===== src/rtl/sor_pipe_if.sv =====
// Handshake bundle for the pipelined shift/rotate unit.
// carry_out only exists when SOR_CARRY_EN is defined.
interface sor_pipe_if #(
    parameter int WIDTH = 8,
    parameter int AMT_W = $clog2(WIDTH)
);
    logic             in_valid;
    logic             in_ready;
    logic [WIDTH-1:0] data;
    logic [AMT_W-1:0] select;
    logic [2:0]       mode;
    logic             out_valid;
    logic             out_ready;
    logic [WIDTH-1:0] sor;
`ifdef SOR_CARRY_EN
    logic             carry_out;
`endif

    modport slave (
        input  in_valid, data, select, mode, out_ready,
        output in_ready, out_valid, sor
`ifdef SOR_CARRY_EN
        , output carry_out
`endif
    );

    modport master (
        output in_valid, data, select, mode, out_ready,
        input  in_ready, out_valid, sor
`ifdef SOR_CARRY_EN
        , input carry_out
`endif
    );
endinterface


===== src/rtl/sor_pipe.sv =====
// Pipelined log shifter: one registered stage per select bit, global stall on !out_ready.
// Define SOR_CARRY_EN to add a registered carry_out (last bit shifted out).
module sor_pipe #(
    parameter int WIDTH = 8,
    parameter int AMT_W = $clog2(WIDTH)
) (
    input  logic        clk,
    input  logic        rst,
    sor_pipe_if.slave   bus
);
    localparam logic [2:0] MODE_SLL = 3'b000;
    localparam logic [2:0] MODE_SRL = 3'b001;
    localparam logic [2:0] MODE_SRA = 3'b010;
    localparam logic [2:0] MODE_ROL = 3'b011;
    localparam logic [2:0] MODE_ROR = 3'b100;

    logic advance;

    for (genvar k = 0; k < AMT_W; k++) begin : g_stage
        localparam int SH = 1 << k;
        // select bits still to be consumed from this stage onward
        localparam int SW = AMT_W - k;

        logic [WIDTH-1:0] w_in;
        logic [WIDTH-1:0] w_nxt;
        logic [WIDTH-1:0] word_q;
        logic [SW-1:0]    s_in;
        logic [2:0]       m_in;
        logic             v_in;
        logic             valid_q;
`ifdef SOR_CARRY_EN
        logic             c_in;
        logic             c_nxt;
        logic             carry_q;
`endif

        if (k == 0) begin : g_src
            assign w_in = bus.data;
            assign s_in = bus.select;
            assign m_in = bus.mode;
            assign v_in = bus.in_valid;
`ifdef SOR_CARRY_EN
            assign c_in = 1'b0;
`endif
        end else begin : g_src
            assign w_in = g_stage[k-1].word_q;
            assign s_in = g_stage[k-1].g_fwd.sel_q;
            assign m_in = g_stage[k-1].g_fwd.mode_q;
            assign v_in = g_stage[k-1].valid_q;
`ifdef SOR_CARRY_EN
            assign c_in = g_stage[k-1].carry_q;
`endif
        end

        // SRA can sign-fill from the current word: earlier stages already preserved the MSB
        always_comb begin
            w_nxt = w_in;
            if (s_in[0]) begin
                case (m_in)
                    MODE_SLL: w_nxt = w_in << SH;
                    MODE_SRL: w_nxt = w_in >> SH;
                    MODE_SRA: w_nxt = $signed(w_in) >>> SH;
                    MODE_ROL: w_nxt = (w_in << SH) | (w_in >> (WIDTH - SH));
                    MODE_ROR: w_nxt = (w_in >> SH) | (w_in << (WIDTH - SH));
                    default:  w_nxt = w_in;
                endcase
            end
        end

`ifdef SOR_CARRY_EN
        // The last applied stage defines the carry; pass-through stages keep it
        always_comb begin
            c_nxt = c_in;
            if (s_in[0]) begin
                case (m_in)
                    MODE_SLL: c_nxt = w_in[WIDTH-SH];
                    MODE_SRL: c_nxt = w_in[SH-1];
                    MODE_SRA: c_nxt = w_in[SH-1];
                    MODE_ROL: c_nxt = w_in[WIDTH-SH];
                    MODE_ROR: c_nxt = w_in[SH-1];
                    default:  c_nxt = 1'b0;
                endcase
            end
        end

        always_ff @(posedge clk) begin
            if (rst) begin
                carry_q <= 1'b0;
            end else if (advance) begin
                carry_q <= c_nxt;
            end
        end
`endif

        always_ff @(posedge clk) begin
            if (rst) begin
                valid_q <= 1'b0;
                word_q  <= '0;
            end else if (advance) begin
                valid_q <= v_in;
                word_q  <= w_nxt;
            end
        end

        if (k < AMT_W - 1) begin : g_fwd
            logic [SW-2:0] sel_q;
            logic [2:0]    mode_q;

            always_ff @(posedge clk) begin
                if (rst) begin
                    sel_q  <= '0;
                    mode_q <= '0;
                end else if (advance) begin
                    sel_q  <= s_in[SW-1:1];
                    mode_q <= m_in;
                end
            end
        end
    end

    assign advance       = !g_stage[AMT_W-1].valid_q || bus.out_ready;
    assign bus.in_ready  = advance;
    assign bus.out_valid = g_stage[AMT_W-1].valid_q;
    assign bus.sor       = g_stage[AMT_W-1].word_q;
`ifdef SOR_CARRY_EN
    assign bus.carry_out = g_stage[AMT_W-1].carry_q;
`endif

endmodule


===== src/flat_wrapper.sv =====
// flat-port wrapper written by rule: the top's interface ports become plain ports
module sor_pipe_flat 
#(
    parameter int WIDTH = 8,
    parameter int AMT_W = $clog2(WIDTH)
)
  (clk, rst, bus_in_valid, bus_data, bus_select, bus_mode, bus_out_ready, bus_in_ready, bus_out_valid, bus_sor);
  sor_pipe_if #(.WIDTH(WIDTH), .AMT_W(AMT_W)) bus_i ();
  input  logic clk;
  input  logic rst;
  input wire logic [$bits(bus_i.in_valid)-1:0] bus_in_valid;
  input wire logic [$bits(bus_i.data)-1:0] bus_data;
  input wire logic [$bits(bus_i.select)-1:0] bus_select;
  input wire logic [$bits(bus_i.mode)-1:0] bus_mode;
  input wire logic [$bits(bus_i.out_ready)-1:0] bus_out_ready;
  output wire logic [$bits(bus_i.in_ready)-1:0] bus_in_ready;
  output wire logic [$bits(bus_i.out_valid)-1:0] bus_out_valid;
  output wire logic [$bits(bus_i.sor)-1:0] bus_sor;
  assign bus_i.in_valid = bus_in_valid;
  assign bus_i.data = bus_data;
  assign bus_i.select = bus_select;
  assign bus_i.mode = bus_mode;
  assign bus_i.out_ready = bus_out_ready;
  assign bus_in_ready = bus_i.in_ready;
  assign bus_out_valid = bus_i.out_valid;
  assign bus_sor = bus_i.sor;
  sor_pipe #(.WIDTH(WIDTH), .AMT_W(AMT_W)) u_core (.clk(clk), .rst(rst), .bus(bus_i));
endmodule

===== config.mk =====
export PLATFORM = sky130hd
export DESIGN_NAME = sor_pipe_flat
export DESIGN_NICKNAME = d
export VERILOG_FILES = /design/src/rtl/sor_pipe_if.sv /design/src/rtl/sor_pipe.sv /design/src/flat_wrapper.sv
export SDC_FILE = /design/constraint.sdc
export NUM_CORES = 1
export LEC_CHECK = 0
export ABC_AREA = 0
export BUFFER_PORTS_ARGS = -buffer_cell sky130_fd_sc_hd__buf_2
export CAP_MARGIN = 20
export CORE_ASPECT_RATIO = 0.75
export CORE_MARGIN = 3
export CORE_UTILIZATION = 40
export DETAILED_ROUTE_END_ITERATION = 8
export PLACE_DENSITY_LB_ADDON = 0.05
export SETUP_SLACK_MARGIN = 0.3
export SYNTH_ARGS = -nofsm -noshare
export SYNTH_HDL_FRONTEND = slang
export SYNTH_SLANG_ARGS = --single-unit

===== constraint.sdc =====
create_clock -name clk -period 3.64 [get_ports clk]
set_input_delay 0 -clock clk [delete_from_list [all_inputs] [get_ports clk]]
set_output_delay 0 -clock clk [all_outputs]
set_load 0.02 [all_outputs]

## After elaboration in Yosys (flattened, before gate mapping)

Index checks and enable logic that the tools add are counted.

- Register bits after elaboration: 36
- Input bits: 18
- Output and inout port bits: 10
- Logic and storage cells: 39

- Equality and inequality tests: 12
- Muxes and demuxes: 6
- Bitwise operators: 5
- Reduce and logical (&&, ||, !) cells: 6

Operators with widths:

| kind | count |
|---|---|
| 8-bit case mux with 5 select lines | 2 |
| 8-bit case mux with 4 select lines | 1 |
| 8-bit two-way mux | 3 |
| 3-bit by 2-bit == test with 1-bit output, second input constant | 6 |
| 3-bit by 1-bit == test with 1-bit output, second input constant | 3 |
| 3-bit == test, second input constant | 3 |
| 3-bit zero test | 3 |
| 6-bit by 8-bit OR with 8-bit output | 1 |
| 7-bit by 8-bit OR with 8-bit output | 1 |
| 8-bit by 1-bit OR with 8-bit output | 1 |
| 8-bit by 2-bit OR with 8-bit output | 1 |
| 8-bit by 4-bit OR with 8-bit output | 1 |
| 2-bit OR reduction | 1 |
| 1-bit zero test | 1 |
| 1-bit logical OR | 1 |

## Longest topological paths before layout

- Word-level depth: 4
- Gate-level depth with buffers: 7
- Depth with buffers taken out: 5

## Worst setup path after synthesis

No wires, ideal clock.

- Kind: register to register
- Start: register u_core.g_stage[0].g_fwd.mode_q[0]
- End: register u_core.g_stage[1].word_q[2]
- Library setup time: 0.070 ns
- Arrival: 1.446 ns
- Data required time: 3.570 ns
- Setup slack: 2.124 ns
- Cell stages (with the launch flop): 6
- Path buffers: 1
- Clock period less this slack: 1.516 ns
- Path through: dfxtp_1 -> buf_4 -> xnor2_1 -> mux2_2 -> a211o_1 -> a21oi_1

- Longest elaborated chain between the ends: 3
- Elaborated cells on any way between the ends: 7
- Classes of those cells: eq/ne: 4; mux: 2; reduce/logical: 1

Ends and longest elaborated chain:

| what | line | RTL |
|---|---|---|
| start, declared | sor_pipe.sv:107 | `logic [2:0] mode_q;` |
| start signal, assigned | sor_pipe.sv:115 | `mode_q <= m_in;` |
| 3-bit == test, or another cell as far along | sor_pipe.sv:59 | `case (m_in)` |
| 8-bit case mux with 5 select lines * | sor_pipe.sv:59 |  |
| 8-bit two-way mux * | sor_pipe.sv:58 | `if (s_in[0]) begin` |
| end signal, assigned | sor_pipe.sv:101 | `word_q <= w_nxt;` |
| end, declared | sor_pipe.sv:26 | `logic [WIDTH-1:0] word_q;` |

Every way passes the cells marked *; elsewhere a longest branch is shown, timed or not.
A chain may end at the register's enable or synchronous reset.

## Worst setup path in the final report

- Start: register u_core.g_stage[2].valid_q, in the netlist u_core.bus.out_valid
- End: register u_core.g_stage[0].word_q[1]

- Longest elaborated chain between the ends: 2

Ends and longest elaborated chain:

| what | line | RTL |
|---|---|---|
| start, declared | sor_pipe.sv:30 | `logic valid_q;` |
| start signal, assigned | sor_pipe.sv:100 | `valid_q <= v_in;` |
| 1-bit zero test | sor_pipe.sv:121 | `assign advance = !g_stage[AMT_W-1].valid_q \|\| bus.out_ready;` |
| 1-bit logical OR | sor_pipe.sv:121 |  |
| end signal, assigned | sor_pipe.sv:101 |  |
| end, declared | sor_pipe.sv:26 |  |

No other way between the ends.

==> run_results.csv <==
group,metric,value,unit
drt,drt_iter0_drc,125,
run_status,status,"finished, final reports clean",
synthesis,ys.warnings.count,0,
sta,worst_hold_slack,76.78,ps
sta,worst_pin_slew,862.7,ps
drt,routed_wl,5.421,mm
sta,max_freq,518.5,MHz
power,power,0.0009198,W
place,port_buffers,27,
clock_tree,clk_pin_slew_worst_paths,70,ps
place,place_hpwl,3.649,mm
synthesis,synth_edf_count,0,
job,max_cap_viol_count,0,
synthesis,syn_avg_cell_area,7.714,µm²
synthesis,syn_inst,285,
synthesis,ys_dominant_reg_cell,"dfxtp_1",
setup_path,cp.arrival,2140,ps
power,power.leakage,0.9602,nW
setup_path,rr_startpoint,"u_core.bus.out_valid",
clock_tree,insertion_delay,280,ps
finish,drive_gt1_share,14.43,%
synthesis,synth_cell_types,45,
hold_path,hold_end,"u_core.g_stage[0].g_fwd.mode_q[0]",
sta,hold_viol,0,
grt,antenna_found_initial,0,
power,ir_drop,241.3,µV
sta,rsz0062_at_grt,"no",
drt,vias_per_cell,5.611,
finish,final_common_cell,"a21oi_1",
hold_path,hold_path_depth,3,
setup_path,cp.required,3850,ps
setup_path,cp-startpoint,"u_core.bus.out_valid",
floorplan,initial_core_util,43.17,%
floorplan,die_x,91.60,µm
synthesis,synthArstFlopShare,0,%
clock_tree,cts_root_buf,"clkbuf_8",
setup_path,cp-end-kind,"flip-flop",
setup_path,worstReg2RegEnd,"u_core.g_stage[0].word_q[1]",
grt,grt_use_total,17.91,%
place,placed_cell_area,2317,µm²
hold_path,holdCritPathClass,"input port to flip-flop",
grt,grt_max_degree,46,
clock_tree,cts.path.max_buffers,2,
clock_tree,cts_inserted_buffers,5,
drt,first_pass_iters,4,
clock_tree,cts_setup_buffers,0,
setup_path,worstRegToRegCells,6,
finish,fin_cells,370,
sta,drv_slew,0,
setup_path,worstSetupPathType,"flip-flop to flip-flop",
place,place_congestion,0.7846,
synthesis,syn-num-nets,303,
sta,slew_headroom,42.43,%
sta,setup_tns,0,ps
finish,diodes,0,
drt,ant_nets,0,
synthesis,synth_seq_cells,36,
place,dp.cells,360,
finish,layout_common_cells,"a21oi_1, nor2_1, dfxtp_1, nand2_1, buf_2",
floorplan,dieArea,6430,µm²
floorplan,core,5092,µm²
finish,finalInstanceArea,2425,µm²
power,power.density,379.3,nW/µm²
floorplan,pin_count,28,
clock_tree,htree_levels,2,
sta,finalSetupViolCount,0,
setup_path,worstPathMaxFanout,28,
sta,period_needed,1929,ps
clock_tree,cts_tree,"built",
sta,finalClockSkew,5.693,ps
setup_path,cp-start-kind,"flip-flop",
floorplan,row_count,22,
synthesis,syn_area,2198,µm²
hold_path,min_from,"bus_mode[0]",
finish,synthToLayoutAreaGrowth,10.30,%
grt,grt_pass1_vias,1878,
setup_path,reg2reg_setup_slack,1710,ps
finish,nFillCells,522,
grt,gr-total-overflow,0,
finish,layout.nets,316,
floorplan,die_height,70.20,µm
sta,finalCritPeriodShare,52.98,%
clock_tree,numClockSinks,36,
drt,route.detailed.drc,0,
drt,wl_per_cell,14.65,µm
synthesis,synth-seq-area-share,32.78,%
grt,grt_pass1_wl,9.473,mm
drt,num_vias,2076,
what timing repair did:
action | 4_1_cts | 5_1_grt
resized for setup | 0 | 0
endpoints found under the hold margin | 3 | 0
hold buffers | 3 | 0
sequential cells by signal, summed over array words and instances, names as in the netlist:
register and cells:
u_core.g_stage.g_fwd.mode_q 6, u_core.g_stage.valid_q 2, u_core.bus.sor 8, u_core.bus.out_valid 1, u_core.g_stage.word_q 16, u_core.g_stage.g_fwd.sel_q 3
critical path, stage by stage (launching register included):
cell and delay, ps:
dfxtp_1 310, nor2b_2 150, inv_1 620, buf_4 310
o21ai_0 100, a211o_1 230, a21oi_1 120
final cells by class:
type / count / area, µm² / share of cell area, %
clock inverters: 1 / 5.005 / 0.2064
well taps: 72 / 90.09 / 3.715
inverters: 5 / 18.77 / 0.7740
repair buffers: 32 / 180.2 / 7.430
clock buffers: 6 / 72.57 / 2.993
multi-input cells: 218 / 1338 / 55.16
flip-flops and latches: 36 / 720.7 / 29.72
per-layer routing:
layer / wire [µm] / GRT usage (%) / vias to the layer above
met5: 0 / 0 / -
met4: 40 / 4.181 / 0
met3: 294 / 3.337 / 5
met2: 2124 / 23.00 / 58
met1: 2961 / 29.53 / 950
li1: - / - / 1063
report_power, final:
part           internal, W  switching (W)
registers         0.000424      0.0000412
clock network     0.000130       0.000137
logic            0.0000886      0.0000985
total             0.000643       0.000277
metrics by stage:
step	util (%)	setup slack [ps]
final	47.62	1711
after floorplan	-	2124
after detailed placement	45.50	1686
after CTS	47.62	1664
after global routing	47.62	1586
after global placement	45.50	1744
kinds of logic after synthesis:
group / share of synthesized area [%]
and+or+nand+nor: 21.17
AOI/OAI and AO/OA: 28.34
DFF: 32.78
buffers and inverters: 6.488
muxes: 10.07
xor gates and xnor gates: 1.139
how the worst max path moves through the flow:
stage | slack (ps) | endpoint
after floorplan | 2120 | u_core.g_stage[1].word_q[2]
after global placement | 1740 | u_core.g_stage[0].word_q[1]
after detailed placement | 1690 | u_core.g_stage[0].word_q[1]
after CTS | 1660 | u_core.g_stage[0].word_q[1]
after global routing | 1590 | u_core.g_stage[0].word_q[1]
final | 1710 | u_core.g_stage[0].word_q[1]
Yosys cell counts (2+ instances only):
cell type | instances | area [µm²]
nor2b_1 | 3 | 18.77
a211oi_1 | 7 | 52.55
mux2_1 | 5 | 56.30
nor2_1 | 37 | 138.9
mux2i_1 | 12 | 120.1
buf_2 | 9 | 45.04
o32ai_1 | 2 | 17.52
a21oi_1 | 38 | 190.2
a221oi_1 | 5 | 43.79
clkbuf_1 | 12 | 45.04
o22ai_1 | 2 | 12.51
nor4_1 | 2 | 12.51
buf_4 | 2 | 15.01
mux2_2 | 4 | 45.04
dfxtp_1 | 36 | 720.7
inv_1 | 5 | 18.77
nand2_1 | 29 | 108.9
a22o_1 | 2 | 17.52
nor3_1 | 7 | 35.03
a2111oi_0 | 3 | 26.28
nor3b_1 | 11 | 82.58
o21ai_0 | 19 | 95.09
buf_1 | 2 | 7.510
o211a_1 | 2 | 20.02
a211o_1 | 9 | 78.83
Power figures use the tool's default switching activity.
